`config.mk`:
```
export PLATFORM = sky130hd
export DESIGN_NAME = cohort_rr_lock_arbiter
export DESIGN_NICKNAME = d
export VERILOG_FILES = /design/src/rtl/cohort_rr_lock_arbiter.sv
export SDC_FILE = /design/constraint.sdc
export NUM_CORES = 1
export LEC_CHECK = 0
export CAP_MARGIN = 20
export CORE_AREA = 5 5 131 133
export CTS_BUF_LIST = sky130_fd_sc_hd__clkbuf_8
export CTS_CLUSTER_SIZE = 16
export DETAILED_ROUTE_END_ITERATION = 6
export DIE_AREA = 0 0 136 138
export PLACE_DENSITY = 0.59
export SETUP_SLACK_MARGIN = 0.02
export SLEW_MARGIN = 5
export SYNTH_ARGS = -nofsm -noshare
export SYNTH_HDL_FRONTEND = slang
export SYNTH_SLANG_ARGS = --single-unit
```
`constraint.sdc`:
```
create_clock -name clk -period 3.7 [get_ports clk]
set_input_delay 0.74 -clock clk [delete_from_list [all_inputs] [get_ports clk]]
set_output_delay 0.74 -clock clk [all_outputs]
set_load 0.01 [all_outputs]
```
`src/rtl/cohort_rr_lock_arbiter.sv`:
```
// Round-robin arbiter that locks one requester onto the shared downstream
// channel for a whole multi-beat transaction, releasing it after the last beat.
module cohort_rr_lock_arbiter #(
  parameter int NumRequesters = 4,
  parameter int DataWidth     = 64
) (
  input  logic                               clk,
  input  logic                               rst_n,
  input  logic [NumRequesters-1:0]           req_valid,
  input  logic [NumRequesters*DataWidth-1:0] req_data,
  input  logic [NumRequesters-1:0]           req_last,
  output logic [NumRequesters-1:0]           req_ready,
  output logic                               out_valid,
  output logic [DataWidth-1:0]               out_data,
  output logic                               out_last,
  output logic [$clog2(NumRequesters)-1:0]   out_id,
  input  logic                               out_ready,
  output logic                               busy
);

  localparam int IdW = $clog2(NumRequesters);
  localparam logic [IdW:0] NumReq = (IdW+1)'(NumRequesters);
  localparam logic [IdW-1:0] LastId = IdW'(NumRequesters - 1);

  typedef enum logic {
    IDLE,
    LOCKED
  } state_e;

  state_e         state_q, state_d;
  logic [IdW-1:0] grant_id_q, grant_id_d;
  logic [IdW-1:0] rr_ptr_q, rr_ptr_d;

  logic           found;
  logic [IdW-1:0] win;
  logic           xfer_last;

  // Index base+off modulo NumRequesters; the sum never reaches 2*N.
  function automatic logic [IdW-1:0] wrap_add(
    input logic [IdW-1:0] base,
    input int unsigned    off
  );
    logic [IdW:0] s;
    s = {1'b0, base} + off[IdW:0];
    if (s >= NumReq) s = s - NumReq;
    return s[IdW-1:0];
  endfunction

  always_comb begin
    logic [IdW-1:0] idx;
    found = 1'b0;
    win   = '0;
    idx   = '0;
    for (int unsigned k = 0; k < NumRequesters; k++) begin
      idx = wrap_add(rr_ptr_q, k);
      if (!found && req_valid[idx]) begin
        found = 1'b1;
        win   = idx;
      end
    end
  end

  always_comb begin
    out_valid = 1'b0;
    out_data  = '0;
    out_last  = 1'b0;
    out_id    = '0;
    req_ready = '0;
    busy      = 1'b0;
    if (state_q == LOCKED) begin
      out_valid            = req_valid[grant_id_q];
      out_data             = req_data[grant_id_q*DataWidth +: DataWidth];
      out_last             = req_last[grant_id_q];
      out_id               = grant_id_q;
      req_ready[grant_id_q] = out_ready;
      busy                 = 1'b1;
    end
  end

  assign xfer_last = out_valid & out_ready & out_last;

  always_comb begin
    state_d    = state_q;
    grant_id_d = grant_id_q;
    rr_ptr_d   = rr_ptr_q;
    unique case (state_q)
      IDLE: begin
        if (found) begin
          grant_id_d = win;
          state_d    = LOCKED;
        end
      end
      LOCKED: begin
        if (xfer_last) begin
          state_d  = IDLE;
          rr_ptr_d = (grant_id_q == LastId) ? '0 : grant_id_q + 1'b1;
        end
      end
      default: state_d = IDLE;
    endcase
  end

  always_ff @(posedge clk or negedge rst_n) begin
    if (!rst_n) begin
      state_q    <= IDLE;
      grant_id_q <= '0;
      rr_ptr_q   <= '0;
    end else begin
      state_q    <= state_d;
      grant_id_q <= grant_id_d;
      rr_ptr_q   <= rr_ptr_d;
    end
  end

endmodule
```
==> flow_summary.json <==
{
  "yosys_warnings": 0,
  "synth_area_leaders": "mux4_2 61%, and2_1 17%, dfrtp_1 5.1%",
  "dp_slack_ns": 0.554,
  "path_common_cell": "clkdlybuf4s50_1",
  "p_leak_nw": 2.14,
  "slowest_delay_ns": 0.52,
  "cts-resized-gates": 0,
  "reg2regPathDepth": 4,
  "synthXorXnorAreaFrac_pct": 0,
  "fin_skew_ns": 0.00345,
  "crit_family": "buffers and inverters",
  "wl_um": 14500,
  "cp_max_fo": 5,
  "fmax_ghz": 0.316,
  "drt_iter0_markers": 60,
  "cp-end-kind": "primary output",
  "critPathBufInv": 2,
  "hold_violations": 0,
  "dp_hpwl_um": 12700,
  "timing.final.ws_setup_ns": 0.534,
  "syn_inst": 196,
  "worstPathArrival_ns": 2.43,
  "slowest_stage": "mux4_2",
  "overflow": 0,
  "cts_buffers": 3,
  "first_pass_iters": 4,
  "synth_top_area_share_pct": 60.9,
  "yosysSeqAreaShare_pct": 5.13,
  "synthSimpleGateAreaFrac_pct": 20.1,
  "yosys_most_used_dff": "dfrtp_1",
  "n_antenna_cell": 0,
  "synth_adder_area_share_pct": 2.05,
  "period_needed_ns": 3.17,
  "fp-row-count": 46,
  "synth_compound_area_share_pct": 2.62,
  "tns_ns": 0,
  "synth-edff-count": 0,
  "max-vdd-ir-drop_mv": 0.479,
  "synth.distinct_cells": 23,
  "start_util_pct": 15.5,
  "routed_via_density": 4.34,
  "die-height_um": 138,
  "grt_pass1_wl_um": 21400,
  "nNetsFinal": 792,
  "wl_per_cell_um": 19.8,
  "dieArea_mm2": 0.0188,
  "synth_top_family_by_area": "multiplexers",
  "synth.ff_latch_count": 5,
  "relSlewSlack_pct": 62.8,
  "critPathLaunchType": "input pin",
  "r2r_start": "grant_id_q[0]$_DFFE_PN0P_",
  "synth_commonest_cells": "68 x and2_1, 66 x mux4_2, 11 x clkbuf_1",
  "muxShareOfSynthArea_pct": 62.3,
  "r2r_slack_ns": 1.79,
  "outcome": "completed",
  "antenna_found_initial": 0,
  "synth_top_area_cell": "mux4_2",
  "min_period_over_period_pct": 85.6,
  "hold_class": "reg2reg",
  "grt_max_degree": 47,
  "critPathKind": "in2out",
  "antenna_left": 0,
  "cts-root-buf": "clkbuf_8",
  "drive_gt1_share_pct": 15.2,
  "min_to": "rr_ptr_q[0]$_DFFE_PN0P_",
  "yosysMostFrequentCell": "and2_1",
  "p_per_area_mw_per_mm2": 556,
  "syn-cell-area_mm2": 0.00244,
  "r2r_end": "rr_ptr_q[1]$_DFFE_PN0P_",
  "hold_path_depth": 2,
  "async_flop_share_pct": 100,
  "dr_total_vias": 3195,
  "finalMaxSlewViolations": 0,
  "cts_sinks": 5,
  "numPortBuffers": 339,
  "grt_pass1_vias": 3715,
  "clk_latency_ns": 0.22,
  "drc_errors": 0,
  "tritoncts": "yes",
  "cp_data_required_time_ns": 2.96,
  "path_cells": "clkdlybuf4s50_1, mux4_2, and2_1, clkdlybuf4s50_1",
  "path_clk_slew_ns": 0.04,
  "worst_slew_pin_slew_ns": 0.559,
  "area_growth_pct": 148,
  "avgSynthCellArea_um2": 12.4,
  "track_usage_pct": 14.4,
  "maxCapViolCount": 0,
  "io_pins": 340,
  "post_cts_buffers": 0,
  "core_area_mm2": 0.0157,
  "rsz0062_at_grt": "no",
  "hold_start": "rr_ptr_q[0]$_DFFE_PN0P_",
  "cts_max_level": 1,
  "die_x_um": 136,
  "postCtsHoldBufs": 0,
  "synth_nets": 467,
  "gp_congestion": 0.823,
  "setup_viol_count_final": 0,
  "cts_max_path_buffers": 2
}
-- final cells by class --
| class | count | area, um^2 |
|---|---|---|
| clock buffer | 3 | 41.3 |
| clock inverter | 1 | 3.75 |
| fill | 1550 | 9660 |
| inverter | 5 | 18.8 |
| multi-input combinational | 162 | 2120 |
| sequential | 5 | 131 |
| tap | 216 | 270 |
| timing repair buffer | 344 | 3470 |
-- cells by family (layout without fill, tap and decap cells) --
group | after synthesis | after routing
AND/OR/NAND/NOR | 79 | 79
multiplexers | 69 | 69
adder cells (fa/ha/maj) | 4 | 4
flip-flops | 5 | 5
buffers and inverters | 29 | 353
AO/OA/AOI/OAI | 10 | 10
-- layout by cell type (no fill, tap or decap), types with 2 or more instances in the layout --
cell type	n
and3_1	4
ha_1	4
clkdlybuf4s50_1	339
buf_12	3
inv_1	6
dfrtp_1	2
clkbuf_8	3
mux4_2	66
a21oi_1	5
and2_1	68
buf_4	2
nand2b_1	2
dfrtp_2	2
nor2_1	2
nand2_1	2
-- where the power goes --
group / switching, mW / internal, mW / leakage, nW / total (mW)
clock network: 0.0257 / 0.0710 / 0.0269 / 0.0967
logic: 1.17 / 1.97 / 2.06 / 3.13
registers: 0.0518 / 0.0851 / 0.0555 / 0.137
-- metrics by stage --
| stage | hold WS (ns) | utilization (%) | std cells | total power [mW] | area (um^2) |
|---|---|---|---|---|---|
| final | 0.547 | 38.5 | 736 | 3.37 | 6060 |
| after global placement | 0.538 | 38.3 | 732 | 3.31 | 6010 |
| after CTS | 0.547 | 38.5 | 736 | 3.44 | 6060 |
| after floorplan | 0.444 | - | 196 | 1.90 | 2440 |
| after detailed placement | 0.545 | 38.3 | 732 | 3.32 | 6010 |
| after global routing | 0.584 | 38.5 | 736 | 3.61 | 6060 |
-- metal layers --
metal	vias to the layer above	GRT usage [%]	routed length, um
li1	1430	-	-
met1	1528	15.3	5170
met2	219	27.5	7490
met3	18	4.35	1610
met4	0	3.18	273
met5	-	0	0
-- tightest hold or removal path: stages (launching register included) --
cell	delay, ns
dfrtp_1	0.39
nand2_1	0.06
o31ai_1	0.05
-- worst max-delay path by stage --
stage,start,endpoint,slack (ns),cells after the start
5_1_grt,req_valid[0],out_valid,0.47,4
3_3_place_gp,req_valid[0],out_valid,0.58,4
4_1_cts,req_valid[2],out_valid,0.54,4
2_1_floorplan,grant_id_q[0]$_DFFE_PN0P_,out_data[10],1.47,4
6_report,req_valid[2],out_valid,0.53,4
3_5_place_dp,req_valid[2],out_valid,0.55,4
-- registers in the layout, summed over array words and instances, names as in the netlist --
register	count
state_q	1
grant_id_q	2
rr_ptr_q	2
No activity file was read; power rests on OpenSTA's default activity.
